**src/rtl/wb_omi_pkg.sv**
```systemverilog
// Shared Wishbone/OMI definitions for wb_omi_master and wb_omi_host.
// Holds the bus widths, the initiator FSM states and the timeout defaults.
package wb_omi_pkg;

    localparam int WB_AW = 32;
    localparam int WB_DW = 32;
    localparam int WB_SW = 4;

    localparam int               TIMEOUT_DEF  = 1024;
    localparam logic [WB_DW-1:0] ERR_DATA_DEF = 32'hFFFF_FFFF;

    typedef enum logic [1:0] {
        IDLE = 2'd0,
        BUS  = 2'd1,
        RESP = 2'd2
    } mst_state_e;

endpackage

```
**src/rtl/wb_omi_master_if.sv**
```systemverilog
// Command, response and Wishbone bundle of wb_omi_master.
// The master modport is the initiator's view; slave is the opposite side.
interface wb_omi_master_if;
    import wb_omi_pkg::*;

    logic             cmd_valid;
    logic             cmd_ready;
    logic             cmd_we;
    logic [WB_AW-1:0] cmd_adr;
    logic [WB_SW-1:0] cmd_sel;
    logic [WB_DW-1:0] cmd_dat;

    logic             rsp_valid;
    logic             rsp_ready;
    logic [WB_DW-1:0] rsp_dat;
    logic             rsp_err;
    logic             rsp_we;

    logic             wb_cyc;
    logic             wb_stb;
    logic [WB_AW-1:0] wb_adr;
    logic             wb_we;
    logic [WB_SW-1:0] wb_sel;
    logic [WB_DW-1:0] wb_dat_o;
    logic             wb_ack;
    logic [WB_DW-1:0] wb_dat_i;

    modport master (
        input  cmd_valid, cmd_we, cmd_adr, cmd_sel, cmd_dat,
        output cmd_ready,
        output rsp_valid, rsp_dat, rsp_err, rsp_we,
        input  rsp_ready,
        output wb_cyc, wb_stb, wb_adr, wb_we, wb_sel, wb_dat_o,
        input  wb_ack, wb_dat_i
    );

    modport slave (
        output cmd_valid, cmd_we, cmd_adr, cmd_sel, cmd_dat,
        input  cmd_ready,
        input  rsp_valid, rsp_dat, rsp_err, rsp_we,
        output rsp_ready,
        input  wb_cyc, wb_stb, wb_adr, wb_we, wb_sel, wb_dat_o,
        output wb_ack, wb_dat_i
    );

endinterface

```
**src/rtl/wb_omi_master_timer.sv**
```systemverilog
// Bus timeout counter with terminal-count flag plus a saturating
// timeout event counter; used only with WB_OMI_MASTER_TIMEOUT_EN.
module wb_omi_master_timer
    import wb_omi_pkg::*;
#(
    parameter int TIMEOUT_CYC = TIMEOUT_DEF
) (
    input  logic       clk,
    input  logic       rst_n,
    input  logic       clr,
    input  logic       inc,
    input  logic       err_inc,
    output logic       tc,
    output logic [7:0] err_cnt
);

    logic [15:0] cnt_q, cnt_d;
    logic [7:0]  err_q, err_d;

    always_comb begin
        cnt_d = cnt_q;
        if (clr) begin
            cnt_d = '0;
        end else if (inc) begin
            cnt_d = cnt_q + 16'd1;
        end
    end

    always_comb begin
        err_d = err_q;
        if (err_inc && (err_q != 8'hFF)) begin
            err_d = err_q + 8'd1;
        end
    end

    always_ff @(posedge clk or negedge rst_n) begin
        if (!rst_n) begin
            cnt_q <= '0;
            err_q <= '0;
        end else begin
            cnt_q <= cnt_d;
            err_q <= err_d;
        end
    end

    assign tc      = (cnt_q == 16'(TIMEOUT_CYC - 1));
    assign err_cnt = err_q;

endmodule

```
**src/rtl/wb_omi_master.sv**
```systemverilog
// Single-outstanding Wishbone classic initiator driven by a cmd/rsp stream.
// Define WB_OMI_MASTER_TIMEOUT_EN to add the bus timeout and error counter.
module wb_omi_master
    import wb_omi_pkg::*;
#(
    parameter int               TIMEOUT_CYC = TIMEOUT_DEF,
    parameter logic [WB_DW-1:0] ERR_DATA    = ERR_DATA_DEF
) (
    input  logic       clk,
    input  logic       rst_n,
    wb_omi_master_if.master bus,
    output logic [7:0] err_cnt
);

    mst_state_e state_q, state_d;

    logic             cmd_ready_q, cmd_ready_d;
    logic             cyc_q, cyc_d;
    logic             rsp_valid_q, rsp_valid_d;
    logic [WB_AW-1:0] adr_q, adr_d;
    logic             we_q, we_d;
    logic [WB_SW-1:0] sel_q, sel_d;
    logic [WB_DW-1:0] dat_q, dat_d;
    logic [WB_DW-1:0] rsp_dat_q, rsp_dat_d;
    logic             rsp_err_q, rsp_err_d;

    logic tmr_clr, tmr_inc, tmr_err, tmr_tc;

    always_comb begin
        state_d   = state_q;
        adr_d     = adr_q;
        we_d      = we_q;
        sel_d     = sel_q;
        dat_d     = dat_q;
        rsp_dat_d = rsp_dat_q;
        rsp_err_d = rsp_err_q;
        tmr_clr   = 1'b0;
        tmr_inc   = 1'b0;
        tmr_err   = 1'b0;
        unique case (state_q)
            IDLE: begin
                if (bus.cmd_valid && cmd_ready_q) begin
                    adr_d   = bus.cmd_adr;
                    we_d    = bus.cmd_we;
                    sel_d   = bus.cmd_sel;
                    dat_d   = bus.cmd_dat;
                    tmr_clr = 1'b1;
                    state_d = BUS;
                end
            end
            BUS: begin
                // ack has priority over a timeout in the same cycle
                if (bus.wb_ack) begin
                    rsp_dat_d = we_q ? '0 : bus.wb_dat_i;
                    rsp_err_d = 1'b0;
                    state_d   = RESP;
                end else if (tmr_tc) begin
                    rsp_dat_d = ERR_DATA;
                    rsp_err_d = 1'b1;
                    tmr_err   = 1'b1;
                    state_d   = RESP;
                end else begin
                    tmr_inc = 1'b1;
                end
            end
            RESP: begin
                if (bus.rsp_ready) begin
                    state_d = IDLE;
                end
            end
            default: state_d = IDLE;
        endcase
    end

    // handshake outputs are registered from the next state
    always_comb begin
        cmd_ready_d = (state_d == IDLE);
        cyc_d       = (state_d == BUS);
        rsp_valid_d = (state_d == RESP);
    end

    always_ff @(posedge clk or negedge rst_n) begin
        if (!rst_n) begin
            state_q     <= IDLE;
            cmd_ready_q <= 1'b0;
            cyc_q       <= 1'b0;
            rsp_valid_q <= 1'b0;
            adr_q       <= '0;
            we_q        <= 1'b0;
            sel_q       <= '0;
            dat_q       <= '0;
            rsp_dat_q   <= '0;
            rsp_err_q   <= 1'b0;
        end else begin
            state_q     <= state_d;
            cmd_ready_q <= cmd_ready_d;
            cyc_q       <= cyc_d;
            rsp_valid_q <= rsp_valid_d;
            adr_q       <= adr_d;
            we_q        <= we_d;
            sel_q       <= sel_d;
            dat_q       <= dat_d;
            rsp_dat_q   <= rsp_dat_d;
            rsp_err_q   <= rsp_err_d;
        end
    end

`ifdef WB_OMI_MASTER_TIMEOUT_EN
    wb_omi_master_timer #(
        .TIMEOUT_CYC (TIMEOUT_CYC)
    ) u_timer (
        .clk     (clk),
        .rst_n   (rst_n),
        .clr     (tmr_clr),
        .inc     (tmr_inc),
        .err_inc (tmr_err),
        .tc      (tmr_tc),
        .err_cnt (err_cnt)
    );
`else
    logic unused_tmr;
    assign unused_tmr = ^{tmr_clr, tmr_inc, tmr_err, ERR_DATA, TIMEOUT_CYC};
    assign tmr_tc     = 1'b0;
    assign err_cnt    = '0;
`endif

    assign bus.cmd_ready = cmd_ready_q;
    assign bus.rsp_valid = rsp_valid_q;
    assign bus.rsp_dat   = rsp_dat_q;
    assign bus.rsp_err   = rsp_err_q;
    assign bus.rsp_we    = we_q;
    assign bus.wb_cyc    = cyc_q;
    assign bus.wb_stb    = cyc_q;
    assign bus.wb_adr    = adr_q;
    assign bus.wb_we     = we_q;
    assign bus.wb_sel    = sel_q;
    assign bus.wb_dat_o  = dat_q;

endmodule

```
**src/flat_wrapper.sv**
```systemverilog
// flat-port wrapper written by rule: the top's interface ports become plain ports
module wb_omi_master_flat import wb_omi_pkg::*;
#(
    parameter int               TIMEOUT_CYC = TIMEOUT_DEF,
    parameter logic [WB_DW-1:0] ERR_DATA    = ERR_DATA_DEF
)
  (clk, rst_n, err_cnt, bus_cmd_valid, bus_cmd_we, bus_cmd_adr, bus_cmd_sel, bus_cmd_dat, bus_cmd_ready, bus_rsp_valid, bus_rsp_dat, bus_rsp_err, bus_rsp_we, bus_rsp_ready, bus_wb_cyc, bus_wb_stb, bus_wb_adr, bus_wb_we, bus_wb_sel, bus_wb_dat_o, bus_wb_ack, bus_wb_dat_i);
  wb_omi_master_if bus_i ();
  input  logic clk;
  input  logic rst_n;
  output logic [7:0] err_cnt;
  input wire logic [$bits(bus_i.cmd_valid)-1:0] bus_cmd_valid;
  input wire logic [$bits(bus_i.cmd_we)-1:0] bus_cmd_we;
  input wire logic [$bits(bus_i.cmd_adr)-1:0] bus_cmd_adr;
  input wire logic [$bits(bus_i.cmd_sel)-1:0] bus_cmd_sel;
  input wire logic [$bits(bus_i.cmd_dat)-1:0] bus_cmd_dat;
  output wire logic [$bits(bus_i.cmd_ready)-1:0] bus_cmd_ready;
  output wire logic [$bits(bus_i.rsp_valid)-1:0] bus_rsp_valid;
  output wire logic [$bits(bus_i.rsp_dat)-1:0] bus_rsp_dat;
  output wire logic [$bits(bus_i.rsp_err)-1:0] bus_rsp_err;
  output wire logic [$bits(bus_i.rsp_we)-1:0] bus_rsp_we;
  input wire logic [$bits(bus_i.rsp_ready)-1:0] bus_rsp_ready;
  output wire logic [$bits(bus_i.wb_cyc)-1:0] bus_wb_cyc;
  output wire logic [$bits(bus_i.wb_stb)-1:0] bus_wb_stb;
  output wire logic [$bits(bus_i.wb_adr)-1:0] bus_wb_adr;
  output wire logic [$bits(bus_i.wb_we)-1:0] bus_wb_we;
  output wire logic [$bits(bus_i.wb_sel)-1:0] bus_wb_sel;
  output wire logic [$bits(bus_i.wb_dat_o)-1:0] bus_wb_dat_o;
  input wire logic [$bits(bus_i.wb_ack)-1:0] bus_wb_ack;
  input wire logic [$bits(bus_i.wb_dat_i)-1:0] bus_wb_dat_i;
  assign bus_i.cmd_valid = bus_cmd_valid;
  assign bus_i.cmd_we = bus_cmd_we;
  assign bus_i.cmd_adr = bus_cmd_adr;
  assign bus_i.cmd_sel = bus_cmd_sel;
  assign bus_i.cmd_dat = bus_cmd_dat;
  assign bus_cmd_ready = bus_i.cmd_ready;
  assign bus_rsp_valid = bus_i.rsp_valid;
  assign bus_rsp_dat = bus_i.rsp_dat;
  assign bus_rsp_err = bus_i.rsp_err;
  assign bus_rsp_we = bus_i.rsp_we;
  assign bus_i.rsp_ready = bus_rsp_ready;
  assign bus_wb_cyc = bus_i.wb_cyc;
  assign bus_wb_stb = bus_i.wb_stb;
  assign bus_wb_adr = bus_i.wb_adr;
  assign bus_wb_we = bus_i.wb_we;
  assign bus_wb_sel = bus_i.wb_sel;
  assign bus_wb_dat_o = bus_i.wb_dat_o;
  assign bus_i.wb_ack = bus_wb_ack;
  assign bus_i.wb_dat_i = bus_wb_dat_i;
  wb_omi_master #(.TIMEOUT_CYC(TIMEOUT_CYC), .ERR_DATA(ERR_DATA)) u_core (.clk(clk), .rst_n(rst_n), .bus(bus_i), .err_cnt(err_cnt));
endmodule
```
**config.mk**
```make
export PLATFORM = sky130hd
export DESIGN_NAME = wb_omi_master_flat
export DESIGN_NICKNAME = d
export VERILOG_FILES = /design/src/rtl/wb_omi_pkg.sv /design/src/rtl/wb_omi_master_if.sv /design/src/rtl/wb_omi_master_timer.sv /design/src/rtl/wb_omi_master.sv /design/src/flat_wrapper.sv
export SDC_FILE = /design/constraint.sdc
export NUM_CORES = 1
export LEC_CHECK = 0
export BUFFER_PORTS_ARGS = -buffer_cell sky130_fd_sc_hd__buf_2
export CORE_MARGIN = 2
export CORE_UTILIZATION = 49
export DETAILED_ROUTE_END_ITERATION = 10
export GPL_TIMING_DRIVEN = 0
export PLACE_DENSITY = 0.84
export SLEW_MARGIN = 20
export SYNTH_ARGS = -nofsm -noshare
export SYNTH_HDL_FRONTEND = slang
export SYNTH_SLANG_ARGS = --single-unit
```
**constraint.sdc**
```tcl
create_clock -name clk -period 2.89 [get_ports clk]
set_clock_uncertainty 0.2 [all_clocks]
set_input_delay 0.289 -clock clk [delete_from_list [all_inputs] [get_ports clk]]
set_output_delay 0.289 -clock clk [all_outputs]
set_load 0.01 [all_outputs]
```
; ---- Word level (Yosys, flattened, before mapping)
; Index checks and enable logic that the tools add are counted.
[word_totals]
ff_bits = 106
output_inout_bits = 115
word_cells = 23
[classes]
eq_ne = 4
n_mux = 5
reduce_logical = 5
[ops]
columns = operator, count
row1 = $mux 32, 1
row2 = $mux 2, 3
row3 = $pmux 2 s3, 1
row4 = $eq 2x1->1 const B, 2
row5 = $eq 2x2->1 const B, 2
row6 = $logic_not 2->1, 2
row7 = $reduce_and 2->1, 2
row8 = $logic_and 1x1->1, 1

; ---- Depth between registers and ports, before layout
[logic_depth]
word_depth = 4
mapped_depth = 5
depth_no_buf = 2

; ---- Worst setup path before layout
; Ideal clock, no wire load.
[synth_path]
kind = reg-to-reg
start = register u_core.cmd_ready_q, in the netlist u_core.bus.cmd_ready
end = register u_core.dat_q[21], in the netlist u_core.bus.wb_dat_o[21]
setup_ns = 0.125
arrival_time_ns = 1.411
slack_ns = 1.154
stages_incl_launch_ff = 6
path_buffers = 3
cell_sequence = dfrtp_1 nor4bb_1 buf_2 buf_6 buf_12 mux2_4
[synth_between]
elab_chain_cells = 2
[synth_rtl]
columns = element, line_no
row1 = from (decl), wb_omi_master.sv:17  ; logic cmd_ready_q, cmd_ready_d;
row2 = from (signal assigned), wb_omi_master.sv:96  ; cmd_ready_q <= cmd_ready_d;
row3 = $logic_and 1x1->1, wb_omi_master.sv:42  ; if (bus.cmd_valid && cmd_ready_q) begin
row4 = $reduce_and 2->1 (no line), -
row5 = to (signal assigned), wb_omi_master.sv:102  ; dat_q <= dat_d;
row6 = to (decl), wb_omi_master.sv:23  ; logic [WB_DW-1:0] dat_q, dat_d;
; Every way passes these cells.
; A chain may end at the register's enable or synchronous reset.

; ---- Worst setup path in the final report
[layout_path]
start = register u_core.state_q[1]
end = register u_core.dat_q[28], in the netlist u_core.bus.wb_dat_o[28]
[layout_between]
elab_chain_cells = 2
[layout_rtl]
columns = element, line_no
row1 = from (decl), wb_omi_master.sv:15  ; mst_state_e state_q, state_d;
row2 = from (signal assigned), wb_omi_master.sv:95  ; state_q <= state_d;
row3 = $logic_not 2->1, wb_omi_master.sv:40  ; unique case (state_q)
row4 = $reduce_and 2->1 (no line), -
; Every way passes these cells.

==> impl_metrics.ini <==
[yosys]
synth-seq-cells = 106
yosys.area.top_type = dfrtp_1
yosysMostFrequentCell = dfrtp_1
synth-edff-count = 0
syn_area_um2 = 4320
synthTopCellsByCount = dfrtp_1, mux2_2, nor2b_1
yosys_warnings = 0
ys.flop_type = dfrtp_1
synthCells = 278
synth-async-reset-ratio_pct = 100
yosysTopAreaCellShare_pct = 61.4
synth.distinct_cells = 21
synth.top_cells.by_area = dfrtp_1, mux2_2, nor2b_1
syn_avg_cell_area_um2 = 15.5
ys_seq_area_share_pct = 61.4

[cts]
clock_sinks = 106
clkSlewWorstSetupHoldPaths_ns = 0.11
insertion_delay_ns = 0.35
clockBufferDepth = 2
cts_resized = 0
cts_tree = built
htreeDepth = 3
cts-buffers-inserted = 9
root_buffer = clkbuf_8

[route]
wl_um = 11300
drt_iter0_markers = 48
ant_nets = 0
wl_per_cell_um = 16.3
drt-pass1-iter-count = 4
viasPerCell = 4.84
drt_drc_violations_left = 0
vias = 3351

[global_route]
overflow = 0
grt_max_degree = 63
antenna_found_initial = 0
grt_first_pass_wirelength_um = 18600
grt_pass1_vias = 3786
track_usage_pct = 24.5

[floorplan]
io-pin-count = 221
fp.dieH_um = 97.9
num_rows = 34
core_um2 = 8640
start_util_pct = 50.0
chipWidth_um = 97.9
die_area_um2 = 9580

[timing]
period_minus_slack_ns = 1.93
hold_viol_final = 0
finalSetupViolations = 0
tns_ns = 0
max_freq_ghz = 0.518
tightest_slew_ns = 0.562
rsz0062_at_grt = false
slew_headroom_pct = 62.5
finalCritPeriodShare_pct = 66.9
maxSlewViolCount = 0
setup_slack_ns = 0.958
whs_ns = 0.0185

[worst_setup_path]
slowest_delay_ns = 0.47
cp-end-kind = flop
start_kind = flop
worstReg2RegStart = u_core.state_q[1]$_DFF_PN0_
crit_chain = nor4bb_1, buf_2, buf_6, buf_12, mux2_4
slowest_stage = dfrtp_1
rr_endpoint = u_core.bus.wb_dat_o[28]$_DFFE_PN0P_
crit_fanout = 10
reg2reg_depth = 5
r2r_slack_ns = 0.96
crit_arrival_ns = 1.97
cp_data_required_time_ns = 2.92
criticalPathCategory = flop to flop

[placement]
placed_area_um2 = 5560
io_buffers = 211
hpwl_um = 7140
pre_cts_ws_ns = 0.965
place_congestion = 0.762

[finish]
final_nets = 686
n_antenna_cell = 0
final_area_um2 = 6470
drive_gt1_share_pct = 59.6
area_growth_pct = 49.9

[power]
power_switching_mw = 2.20
clkPwrFrac_pct = 14.3
p_leak_nw = 3.27
p_comb_share_pct = 44.6
sw_frac_of_total_pct = 34.7
p_per_area_nw_per_um2 = 979
seqPwrFrac_pct = 41.1
finalPower_mw = 6.34
worst_ir_drop_vdd_mv = 0.594
power.internal_mw = 4.14

[worst_hold_path]
hold_class = input port to flop
holdPathStages = 3
holdCritStartpoint = bus_wb_ack
worstHoldEndpoint = u_core.state_q[0]$_DFF_PN0_

[outcome]
status = finished, final reports clean

[job]
maxCapViolCount = 0
## state kept, by name, summed over array words and instances (netlist names)
signal,flops
u_core.bus.cmd_ready,1
u_core.bus.rsp_dat,32
u_core.bus.rsp_valid,1
u_core.bus.rsp_we,1
u_core.bus.wb_adr,32
u_core.bus.wb_cyc,1
u_core.bus.wb_dat_o,32
u_core.bus.wb_sel,4
u_core.state_q,2
## per-layer routing
layer  track usage, %  vias up  wire length, um
li1                 -     1533                -
met5                0        -                0
met2             45.6      148             6190
met4             10.5        0              362
met3             6.66       35              691
met1             25.7     1635             4010
## worst max-delay path by stage
| stage | depth (start not counted) | end | start | slack [ns] |
|---|---|---|---|---|
| after floorplan | 5 | u_core.bus.wb_dat_o[21]$_DFFE_PN0P_ | u_core.bus.cmd_ready$_DFF_PN0_ | 1.15 |
| after detailed placement | 5 | u_core.bus.wb_dat_o[28]$_DFFE_PN0P_ | u_core.state_q[1]$_DFF_PN0_ | 0.96 |
| after CTS | 5 | u_core.bus.wb_dat_o[28]$_DFFE_PN0P_ | u_core.state_q[1]$_DFF_PN0_ | 0.93 |
| final | 5 | u_core.bus.wb_dat_o[28]$_DFFE_PN0P_ | u_core.state_q[1]$_DFF_PN0_ | 0.96 |
| after global placement | 1 | u_core.bus.wb_dat_o[26]$_DFFE_PN0P_ | rst_n | 0.27 |
| after global routing | 5 | u_core.bus.wb_dat_o[28]$_DFFE_PN0P_ | u_core.state_q[1]$_DFF_PN0_ | 0.82 |
## power groups by stage
| stage | sequential [mW] | clock, mW | combinational (mW) |
|---|---|---|---|
| after floorplan | 2.92 | 0 | 1.30 |
| after global placement | 2.55 | 0 | 2.64 |
| after detailed placement | 2.60 | 0 | 2.73 |
| after CTS | 2.58 | 0.941 | 2.81 |
| after global routing | 2.70 | 0.996 | 3.03 |
| final | 2.61 | 0.908 | 2.82 |
## worst max-delay path, delay by kind of cell, from the launching register on
family,cells,cell delay (ns)
mux,1,0.31
flops,1,0.47
simple gates,1,0.25
buf+inv,3,0.58
## final cells by class
cell class                 instances  area (um^2)
sequential                       106         2650
fill                             575         2160
timing repair buffer             283         1790
multi-input combinational        154         1490
buffer                            26          206
tap                              108          135
clock buffer                       9          124
clock inverter                     6         73.8
## cell usage in the layout (no fill, tap or decap)
cell type,netlist,routed
nor4bb_1,1,1
mux2_2,88,88
a21oi_1,2,2
conb_1,1,9
buf_12,1,2
bufinv_16,0,1
clkbuf_8,0,9
mux2_1,3,3
nor2_1,1,1
nor2b_1,32,32
nand2_1,1,1
inv_8,0,1
nand2b_1,1,1
dfrtp_1,106,106
a211o_1,1,1
a21o_1,2,2
clkinvlp_4,0,2
inv_6,0,2
clkbuf_1,3,3
o21ai_0,1,1
buf_2,2,212
mux2_4,10,10
buf_4,16,16
dlygate4sd3_1,0,71
and3b_1,1,1
nand3b_1,1,1
buf_6,4,5
## through the flow
stage	util [%]	std cells
after floorplan	-	286
after global placement	64.1	605
after detailed placement	64.4	606
after CTS	74.9	692
after global routing	74.9	692
final	74.9	692
## what timing repair did
| item | CTS | global route |
|---|---|---|
| endpoints found under the setup margin | 0 | 0 |
| hold endpoints to repair | 131 | 0 |
| buffers inserted | 0 | 0 |
| hold buffers | 71 | 0 |
## kinds of logic after synthesis
kind of cell	count (synthesis)	share of synthesized area, %
buffers and inverters	26	4.78
DFF	106	61.4
AOI/OAI and AO/OA	6	0.898
other	1	0.0869
and+or+nand+nor	38	5.57
muxes	101	27.2
Power figures use the tool's default switching activity.
